### config.mk
export PLATFORM = sky130hd
export DESIGN_NAME = adder_ring_meas
export DESIGN_NICKNAME = d
export VERILOG_FILES = /design/src/rtl/adder_meas_pkg.sv /design/src/rtl/adder_ring_meas_sync_edge_detect.sv /design/src/rtl/adder_ring_meas.sv
export SDC_FILE = /design/constraint.sdc
export NUM_CORES = 1
export LEC_CHECK = 0
export ABC_AREA = 1
export BUFFER_PORTS_ARGS = -buffer_cell sky130_fd_sc_hd__buf_2
export CAP_MARGIN = 20
export CORE_ASPECT_RATIO = 0.7
export CORE_MARGIN = 2
export CORE_UTILIZATION = 61
export DETAILED_ROUTE_END_ITERATION = 8
export PLACE_DENSITY = 0.83
export SLEW_MARGIN = 20
export SYNTH_ARGS = -nofsm -noshare
export SYNTH_HDL_FRONTEND = slang
export SYNTH_SLANG_ARGS = --single-unit
### constraint.sdc
create_clock -name wb_clk_i -period 3.2 [get_ports wb_clk_i]
set_input_delay 0.48 -clock wb_clk_i [delete_from_list [all_inputs] [get_ports wb_clk_i]]
set_output_delay 0.48 -clock wb_clk_i [all_outputs]
set_load 0.01 [all_outputs]
### src/rtl/adder_meas_pkg.sv
// Shared types and default sizing for the adder ring-oscillator measurement stage.
package adder_meas_pkg;

  localparam int DEF_CNT_W         = 16;
  localparam int DEF_WIN_W         = 24;
  localparam int DEF_SYNC_STAGES   = 2;
  localparam int DEF_SETTLE_CYCLES = 4;

  typedef enum logic [1:0] {
    IDLE   = 2'd0,
    SETTLE = 2'd1,
    RUN    = 2'd2,
    DONE   = 2'd3
  } state_t;

  // Observation bundle: FSM state plus the synchronised ring level.
  typedef struct packed {
    state_t state;
    logic   chain_level;
  } dbg_t;

endpackage

### src/rtl/adder_ring_meas_sync_edge_detect.sv
// Multi-flop synchroniser for an asynchronous bit followed by a rising-edge detector.
module sync_edge_detect #(
  parameter int STAGES = 2
) (
  input  logic clk,
  input  logic rst,
  input  logic din,
  output logic level,
  output logic rise
);

  logic [STAGES-1:0] sync_q;
  logic              prev_q;

  always_ff @(posedge clk) begin
    if (rst) begin
      sync_q <= '0;
      prev_q <= 1'b0;
    end else begin
      sync_q <= {sync_q[STAGES-2:0], din};
      prev_q <= sync_q[STAGES-1];
    end
  end

  assign level = sync_q[STAGES-1];
  assign rise  = sync_q[STAGES-1] & ~prev_q;

endmodule

### src/rtl/adder_ring_meas.sv
// Enables the adder ring oscillator and counts its rising edges over a programmable window.
// Handshake: start is a single-cycle request honoured only in IDLE; done is a one-cycle result-valid pulse.
module adder_ring_meas
  import adder_meas_pkg::*;
#(
  parameter int CNT_W         = DEF_CNT_W,
  parameter int WIN_W         = DEF_WIN_W,
  parameter int SYNC_STAGES   = DEF_SYNC_STAGES,
  parameter int SETTLE_CYCLES = DEF_SETTLE_CYCLES
) (
  input  logic             wb_clk_i,
  input  logic             wb_rst_i,
  input  logic             start,
  input  logic [WIN_W-1:0] window_cycles,
  input  logic             chain_out,
  output logic             ring_en,
  output logic             busy,
  output logic             done,
  output logic [CNT_W-1:0] count,
  output logic             overflow,
  output dbg_t             dbg
);

  state_t           state, state_next;
  logic [WIN_W-1:0] win_q, win_next;
  logic [WIN_W-1:0] tmr_q, tmr_next;
  logic [CNT_W-1:0] count_next;
  logic             ovf_next;
  logic             chain_level;
  logic             rise;

  sync_edge_detect #(.STAGES(SYNC_STAGES)) u_sync (
    .clk   (wb_clk_i),
    .rst   (wb_rst_i),
    .din   (chain_out),
    .level (chain_level),
    .rise  (rise)
  );

  // One down-counter serves both the settle delay and the measurement window.
  always_comb begin
    state_next = state;
    win_next   = win_q;
    tmr_next   = tmr_q;
    count_next = count;
    ovf_next   = overflow;
    case (state)
      IDLE: begin
        if (start) begin
          count_next = '0;
          ovf_next   = 1'b0;
          if (window_cycles != '0) begin
            win_next   = window_cycles;
            tmr_next   = WIN_W'(SETTLE_CYCLES - 1);
            state_next = SETTLE;
          end else begin
            state_next = DONE;
          end
        end
      end
      SETTLE: begin
        if (tmr_q == '0) begin
          tmr_next   = win_q - WIN_W'(1);
          state_next = RUN;
        end else begin
          tmr_next = tmr_q - WIN_W'(1);
        end
      end
      RUN: begin
        if (rise) begin
          if (count == '1) ovf_next = 1'b1;
          else             count_next = count + CNT_W'(1);
        end
        if (tmr_q == '0) state_next = DONE;
        else             tmr_next   = tmr_q - WIN_W'(1);
      end
      DONE:    state_next = IDLE;
      default: state_next = IDLE;
    endcase
  end

  // Outputs are decoded from the next state and registered so ring_en cannot glitch.
  always_ff @(posedge wb_clk_i) begin
    if (wb_rst_i) begin
      state    <= IDLE;
      win_q    <= '0;
      tmr_q    <= '0;
      count    <= '0;
      overflow <= 1'b0;
      ring_en  <= 1'b0;
      busy     <= 1'b0;
      done     <= 1'b0;
    end else begin
      state    <= state_next;
      win_q    <= win_next;
      tmr_q    <= tmr_next;
      count    <= count_next;
      overflow <= ovf_next;
      ring_en  <= (state_next == SETTLE) || (state_next == RUN);
      busy     <= (state_next == SETTLE) || (state_next == RUN);
      done     <= (state_next == DONE);
    end
  end

  assign dbg.state       = state;
  assign dbg.chain_level = chain_level;

endmodule

-- Word level (Yosys, flattened, before mapping)
Cells that the tools add are included.
W data, S select, Z words.
- latch bits: 0
- word-level logic and storage cells: 55
- memory bits (read-only): 0
- memories: 0
- RAM bits: 0
- input port bits: 28
- register bits: 72
- div/mod/pow operators: 0
- multipliers: 0
- bitwise operators: 2
- mux-type cells: 18
- eq/ne operators: 13
- shifts and indexed selects: 0
- $lt $le $gt $ge: 0
- $add $sub $neg: 3
- reductions and logical operators: 10
- operators by type and width (cell ; count):
    $mux W24 ; 4
    $pmux W24 S3 ; 1
    $mux W16 ; 3
    $sub A24 B1 Y24 const B ; 2
    $pmux W16 S2 ; 1
    $logic_not A24 Y1 ; 1
    $reduce_bool A24 Y1 ; 1
    $add A16 B1 Y16 const B ; 1
    $eq A16 B16 Y1 const B ; 1
    $ne A2 B2 Y1 const B ; 6
    $reduce_and A4 Y1 ; 3
    $eq A2 B2 Y1 const B ; 4
    $mux W2 ; 4
    $pmux W2 S4 ; 1
    $eq A2 B1 Y1 const B ; 2
    $mux W1 ; 3
    $reduce_and A3 Y1 ; 1
    $reduce_bool A3 Y1 ; 1
    $logic_not A2 Y1 ; 1
    $pmux W1 S2 ; 1
    $reduce_bool A2 Y1 ; 1
    $and A1 B1 Y1 ; 1
    $logic_or A1 B1 Y1 ; 1
    $not A1 Y1 ; 1

-- Longest topological paths before layout
- depth in word-level cells: 6
- gate-level depth with buffers: 14
- gate-level depth less buffers: 14

-- Modules after synthesis
From an unflattened synthesis, not the netlist that was laid out.
- cell total of the unflattened synthesis: 726
- area, all modules: 4623.2 µm²
- by module, submodules not included (module ; area each (µm²) ; instances ; cells an instance):
    adder_ring_meas ; 4536.9 ; 1 ; 716
    sync_edge_detect ; 86.3 ; 1 ; 10

-- Worst setup path after synthesis
No wires, ideal clock.
- path kind: register to register
- start point: register state[0]
- end point: register busy
- buffers on the path: 1
- cell stages (with the launch flop): 11
- clock period less this slack: 1.945 ns
- data required time: 3.072 ns
- arrival time: 1.818 ns
- slack: 1.255 ns
- library setup time: 0.128 ns
- path through: dfxtp_1 -> inv_1 -> ha_1 -> inv_2 -> clkbuf_1 -> o21ai_0 -> o21ai_1 -> nand2_1 -> ha_1 -> inv_1 -> nor2_1
- word-level cells in the longest chain between the ends: 4
- elaborated cells on any way between the ends: 11
- classes of those cells: eq/ne: 5; mux: 4; reduce/logical: 2
- RTL lines (element ; line ; text):
    start: declaration ; adder_ring_meas.sv:24 ; state_t state, state_next;
    start signal: assignment ; adder_ring_meas.sv:94 ; state <= state_next;
    $eq A2 B2 Y1, or another cell as far along ; adder_ring_meas.sv:47 ; case (state)
    $pmux W2 S4 (*) ; adder_ring_meas.sv:47 ;
    via state_next[1] ; adder_ring_meas.sv:24 ;
    $eq A2 B1 Y1 or $eq A2 B2 Y1 (tied branches) ; adder_ring_meas.sv:100 ; busy <= (state_next == SETTLE) || (state_next == RUN);
    $logic_or A1 B1 Y1 (*) ; adder_ring_meas.sv:100 ;
    end signal: assignment ; adder_ring_meas.sv:100 ;
    end: declaration ; adder_ring_meas.sv:17 ; output logic busy,
Mark *: on every way through the listed nets, which the timed path passes. The rest lies on a longest branch.
A chain may end at the register's enable or synchronous reset.

-- Final worst setup path
- start point: register state[0]
- end point: register count[7]
- word-level cells in the longest chain between the ends: 3
- elaborated cells on any way between the ends: 8
- classes of those cells: eq/ne: 4; mux: 1; reduce/logical: 3
- RTL lines (element ; line ; text):
    $eq A2 B2 Y1 or $logic_not A2 Y1 (tied branches) ; adder_ring_meas.sv:47 ;
    $ne A2 B2 Y1 (no source line) or $reduce_bool A2 Y1 (tied branches) ; n/a ;
    $reduce_and A4 Y1 (no source line) ; n/a ;
    end signal: assignment ; adder_ring_meas.sv:97 ; count <= count_next;
    end: declaration ; adder_ring_meas.sv:19 ; output logic [CNT_W-1:0] count,
Several ways; a longest one is shown, not always the timed one.

==> report_table.html <==
<table>
<tr><th>Metric</th><th>Value</th></tr>
<tr><th colspan="2">Outcome</th></tr>
<tr><td>Status</td><td>completed</td></tr>
<tr><th colspan="2">Power and ir drop</th></tr>
<tr><td>Power density over the cells</td><td>about 950 nW/um^2</td></tr>
<tr><td>Peak VDD IR</td><td>0.720 mV</td></tr>
<tr><td>Leakage power of the design</td><td>between 2 and 2.5 nW</td></tr>
<tr><th colspan="2">Clocking</th></tr>
<tr><td>Number of clock sinks</td><td>72</td></tr>
<tr><td>Buffers inserted by post-CTS timing repair</td><td>0</td></tr>
<tr><td>Maximum number of buffers from clock root to sink</td><td>2</td></tr>
<tr><td>Clock slew at the register clock pins of the worst setup and hold paths</td><td>80 ps</td></tr>
<tr><td>Clock root buffer master</td><td>sky130_fd_sc_hd__clkbuf_8</td></tr>
<tr><td>Total clock buffers created by CTS</td><td>9</td></tr>
<tr><td>Post-CTS resize count</td><td>0</td></tr>
<tr><td>Count of hold-fix buffers inserted at cts</td><td>0</td></tr>
<tr><td>Number of levels in the clock H-tree</td><td>3</td></tr>
<tr><td>Latest clock arrival within the worst-skew pair</td><td>360 ps</td></tr>
<tr><td>CTS tree</td><td>done</td></tr>
<tr><th colspan="2">Synthesis</th></tr>
<tr><td>Portion of the post-synthesis area used by sequential elements</td><td>between 30% and 40%</td></tr>
<tr><td>Synthesized instance count</td><td>around 730</td></tr>
<tr><td>Nets in the synthesized netlist</td><td>770</td></tr>
<tr><td>Fraction of synthesized cell area taken by the top area cell type</td><td>31.0%</td></tr>
<tr><td>Warnings from Yosys</td><td>0</td></tr>
<tr><td>Biggest area contributors in the synthesized netlist</td><td>sky130_fd_sc_hd__dfxtp_1 31%, sky130_fd_sc_hd__nand2_1 17%, sky130_fd_sc_hd__nor2_1 8.6%</td></tr>
<tr><td>Cell taking the most area after synthesis</td><td>sky130_fd_sc_hd__dfxtp_1</td></tr>
<tr><td>Mean instance size in the synthesized netlist</td><td>6.33 sq um</td></tr>
<tr><td>Flip-flop and latch count after synthesis</td><td>72</td></tr>
<tr><td>Netlist cell types</td><td>34</td></tr>
<tr><td>Post-synthesis instance area</td><td>4640 sq um</td></tr>
<tr><th colspan="2">Drt</th></tr>
<tr><td>Vias</td><td>4771</td></tr>
<tr><td>Number of remaining DRC errors</td><td>0</td></tr>
<tr><td>Iteration-0 DRC Markers</td><td>around 550</td></tr>
<tr><td>Average vias per placed instance</td><td>roughly 5.4</td></tr>
<tr><td>Per-cell routed wire length</td><td>approximately 14 microns</td></tr>
<tr><td>Routed Wire Length</td><td>between 10 and 15 mm</td></tr>
<tr><td>Detail Route Antenna Nets</td><td>0</td></tr>
<tr><td>Number of iterations in the first detailed-routing pass</td><td>5</td></tr>
<tr><th colspan="2">Worst setup path</th></tr>
<tr><td>Data arrival time at the worst-slack endpoint</td><td>2750 ps</td></tr>
<tr><td>Required arrival time at the worst endpoint</td><td>between 3000 and 4000 ps</td></tr>
<tr><td>Nature of the critical path startpoint</td><td>register</td></tr>
<tr><td>Cell-by-cell trace of the critical path</td><td>inv_1 &gt; ha_1 &gt; inv_2 &gt; nand2_1 &gt; and3_1 &gt; nand2_1 &gt; nand2_1 &gt; inv_2 &gt; nor2_2 &gt; nand2_1 &gt; nor2_1 &gt; nor2_1</td></tr>
<tr><td>Crit Path Category</td><td>reg -&gt; reg</td></tr>
<tr><td>Buffer and inverter count on the worst path</td><td>3</td></tr>
<tr><td>CP delay by family, top</td><td>simple AND/OR/NAND/NOR gates</td></tr>
<tr><td>Crit Path Max Fanout</td><td>13</td></tr>
<tr><td>Maximum single-stage delay on the critical path</td><td>360 ps</td></tr>
<tr><td>Most frequent CP cell</td><td>sky130_fd_sc_hd__nand2_1</td></tr>
<tr><td>Category of the worst setup path capture point</td><td>register</td></tr>
<tr><td>Slowest cell on crit path</td><td>sky130_fd_sc_hd__dfxtp_1</td></tr>
<tr><th colspan="2">Layout</th></tr>
<tr><td>Count of nets after finishing</td><td>~810</td></tr>
<tr><td>Footprint of the multi-input gates</td><td>2760 sq um</td></tr>
<tr><td>Area growth, synth to finish</td><td>9.32%</td></tr>
<tr><td>Diodes inserted</td><td>0</td></tr>
<tr><td>Count of non-filler cells in the finished layout</td><td>880</td></tr>
<tr><td>Fill cells</td><td>just under 700</td></tr>
<tr><td>Flip-flop and latch area</td><td>roughly 1400 sq um</td></tr>
<tr><td>Fraction of final layout cells sized beyond drive strength 1</td><td>a little over an eighth</td></tr>
<tr><th colspan="2">Timing</th></tr>
<tr><td>Maximum clock frequency</td><td>approximately 400 MHz</td></tr>
<tr><td>Hold Vio Cnt, Final</td><td>0</td></tr>
<tr><td>Worst clock skew</td><td>~6.5 ps</td></tr>
<tr><td>Max-slew violation count</td><td>0</td></tr>
<tr><td>Number of setup violations in the final report</td><td>0</td></tr>
<tr><td>Post-route minimum period</td><td>about 2500 ps</td></tr>
<tr><td>Transition at the pin with the smallest max-transition slack</td><td>583 ps</td></tr>
<tr><td>Setup repair after global routing missed its margin</td><td>false</td></tr>
<tr><td>Worst slew slack as a fraction of its limit</td><td>roughly three fifths</td></tr>
<tr><td>Post-route setup TNS</td><td>0 ps</td></tr>
<tr><td>Post-route fraction of the period consumed by the critical path</td><td>between 70% and 80%</td></tr>
<tr><th colspan="2">Placed design</th></tr>
<tr><td>Final HPWL from detailed placement</td><td>9.52 mm</td></tr>
<tr><td>Routability congestion estimate</td><td>1.01</td></tr>
<tr><td>Number of buffers added on ports</td><td>50</td></tr>
<tr><td>Post-placement cell count</td><td>about 860</td></tr>
<tr><th colspan="2">Floorplan</th></tr>
<tr><td>Top-level port count</td><td>just over 50</td></tr>
<tr><td>Y dimension of the die</td><td>slightly below 80 microns</td></tr>
<tr><td>Overall die area</td><td>~8300 sq um</td></tr>
<tr><td>Die span in x</td><td>between 100 and 150 microns</td></tr>
<tr><td>Starting utilization of the core area</td><td>a little over three fifths</td></tr>
<tr><td>FP Rows</td><td>26</td></tr>
<tr><td>Core area</td><td>7350 sq um</td></tr>
<tr><th colspan="2">Worst hold path</th></tr>
<tr><td>Path class of the lowest-slack min-delay path</td><td>in -&gt; reg</td></tr>
<tr><th colspan="2">Flow run</th></tr>
<tr><td>Number of maximum-capacitance violations</td><td>0</td></tr>
<tr><th colspan="2">GRT</th></tr>
<tr><td>Via count of the first global-routing pass</td><td>between 4k and 5k</td></tr>
<tr><td>Global route overflow</td><td>0</td></tr>
<tr><td>Largest net degree at the start of global routing</td><td>between 40 and 50</td></tr>
<tr><td>First-pass GRT wire length</td><td>about 21 mm</td></tr>
<tr><td>Antenna violations before repair</td><td>0</td></tr>
<tr><td>Combined global-route utilization of all metal layers</td><td>32.5%</td></tr>
</table>
## synth_stat cells
library cell	instances
sky130_fd_sc_hd__nor2_1	107
sky130_fd_sc_hd__nand3_2	1
sky130_fd_sc_hd__o21ai_2	1
sky130_fd_sc_hd__ha_1	8
sky130_fd_sc_hd__a21oi_2	9
sky130_fd_sc_hd__clkbuf_1	11
sky130_fd_sc_hd__xor2_1	29
sky130_fd_sc_hd__o21ai_1	2
sky130_fd_sc_hd__a21oi_1	57
sky130_fd_sc_hd__nand2_4	3
sky130_fd_sc_hd__buf_6	4
sky130_fd_sc_hd__nand3b_1	2
sky130_fd_sc_hd__xnor2_1	8
sky130_fd_sc_hd__nand3_1	36
sky130_fd_sc_hd__nor4_1	2
sky130_fd_sc_hd__dfxtp_1	72
sky130_fd_sc_hd__o211ai_1	1
sky130_fd_sc_hd__nor2_2	7
sky130_fd_sc_hd__or2_0	1
sky130_fd_sc_hd__nand4_1	12
sky130_fd_sc_hd__nor2_4	3
sky130_fd_sc_hd__or2_2	1
sky130_fd_sc_hd__nand2_2	6
sky130_fd_sc_hd__o21bai_1	1
sky130_fd_sc_hd__nor3_1	6
sky130_fd_sc_hd__nor2_8	2
sky130_fd_sc_hd__nor3_2	1
sky130_fd_sc_hd__nand2_1	209
sky130_fd_sc_hd__o21ai_0	43
sky130_fd_sc_hd__inv_1	78
sky130_fd_sc_hd__buf_4	6
sky130_fd_sc_hd__and3_1	1
sky130_fd_sc_hd__inv_2	3
sky130_fd_sc_hd__buf_1	1
## sequential cells by signal (all words and copies together), names as in the netlist
name,flops
done,1
tmr_q,24
win_q,24
overflow,1
u_sync.prev_q,1
state,2
count,16
busy,1
u_sync.sync_q,2
## worst min-delay path: stages
cell                     delay [ps]
sky130_fd_sc_hd__buf_2           70
sky130_fd_sc_hd__inv_1           30
sky130_fd_sc_hd__nor2_1          60
## power breakdown
| group | leakage (nW) | switching (mW) | internal [mW] |
|---|---|---|---|
| Clock | 0.0899 | 0.341 | 0.298 |
| Combinational | 1.64 | 2.03 | 0.938 |
| Sequential | 0.588 | 0.150 | 1.05 |
| Total | 2.32 | 2.52 | 2.29 |
## layout by cell type (no fill, tap or decap), drive strengths merged
cell | Yosys | layout
nand4 | 12 | 12
ha | 8 | 8
nor3 | 7 | 7
and3 | 1 | 1
nor4 | 2 | 2
or2 | 2 | 2
inv | 81 | 81
xnor2 | 8 | 8
clkinv | 0 | 4
nand3 | 37 | 37
o21ai | 46 | 46
nor2 | 119 | 119
clkbuf | 11 | 12
a21oi | 66 | 66
nand2 | 218 | 218
dfxtp | 72 | 72
nand3b | 2 | 2
o211ai | 1 | 1
buf | 11 | 54
xor2 | 29 | 29
o21bai | 1 | 1
## metrics by stage
step                cell area [sq um]  util [%]  power (mW)  hold WS [ps]  setup slack [ps]
floorplan                        4640         -        3.55           388              1250
global placement                 4910      66.8        4.00           392               923
detailed placement               4910      66.8        4.09           401               776
CTS                              5080      69.1        4.74           310               761
global route                     5080      69.1        5.25           312               473
finish                           5080      69.1        4.80           319               712
## kinds of logic (layout without fill, tap and decap cells)
logic type	after synthesis	in the layout	synth area share (%)
compound gates	114	114	13.2
xor+xnor	37	37	6.98
fa+ha+maj	8	8	2.16
buf+inv	103	151	9.46
flops	72	72	31.0
simple gates	400	400	37.2
## layer usage
| layer | wire length, microns | vias to the layer above | track usage [%] |
|---|---|---|---|
| li1 | - | 2407 | - |
| met1 | 6080 | 2160 | 48.5 |
| met2 | 5030 | 193 | 45.2 |
| met3 | 1320 | 11 | 10.9 |
| met4 | 120 | 0 | 6.67 |
| met5 | 0 | - | 0 |
## path summary, 6_finish.rpt
path,start,endpoint,slack [ps],cells past startpoint
worst max-delay path,state[0],count[7],710,12
worst min-delay path,chain_out,u_sync.sync_q[0],320,3
worst max register to register,state[0],count[7],710,12
worst min register to register,u_sync.sync_q[0],u_sync.sync_q[1],410,2
## cell type report
cell class / instances / area share (%)
clock buffers: 12 / 2.86
repair buffers: 54 / 5.52
flip-flops and latches: 72 / 28.4
well taps: 98 / 2.41
multi-input cells: 559 / 54.4
clock inverters: 4 / 0.394
inverters: 81 / 5.99
(Power assumes the default switching activity.)
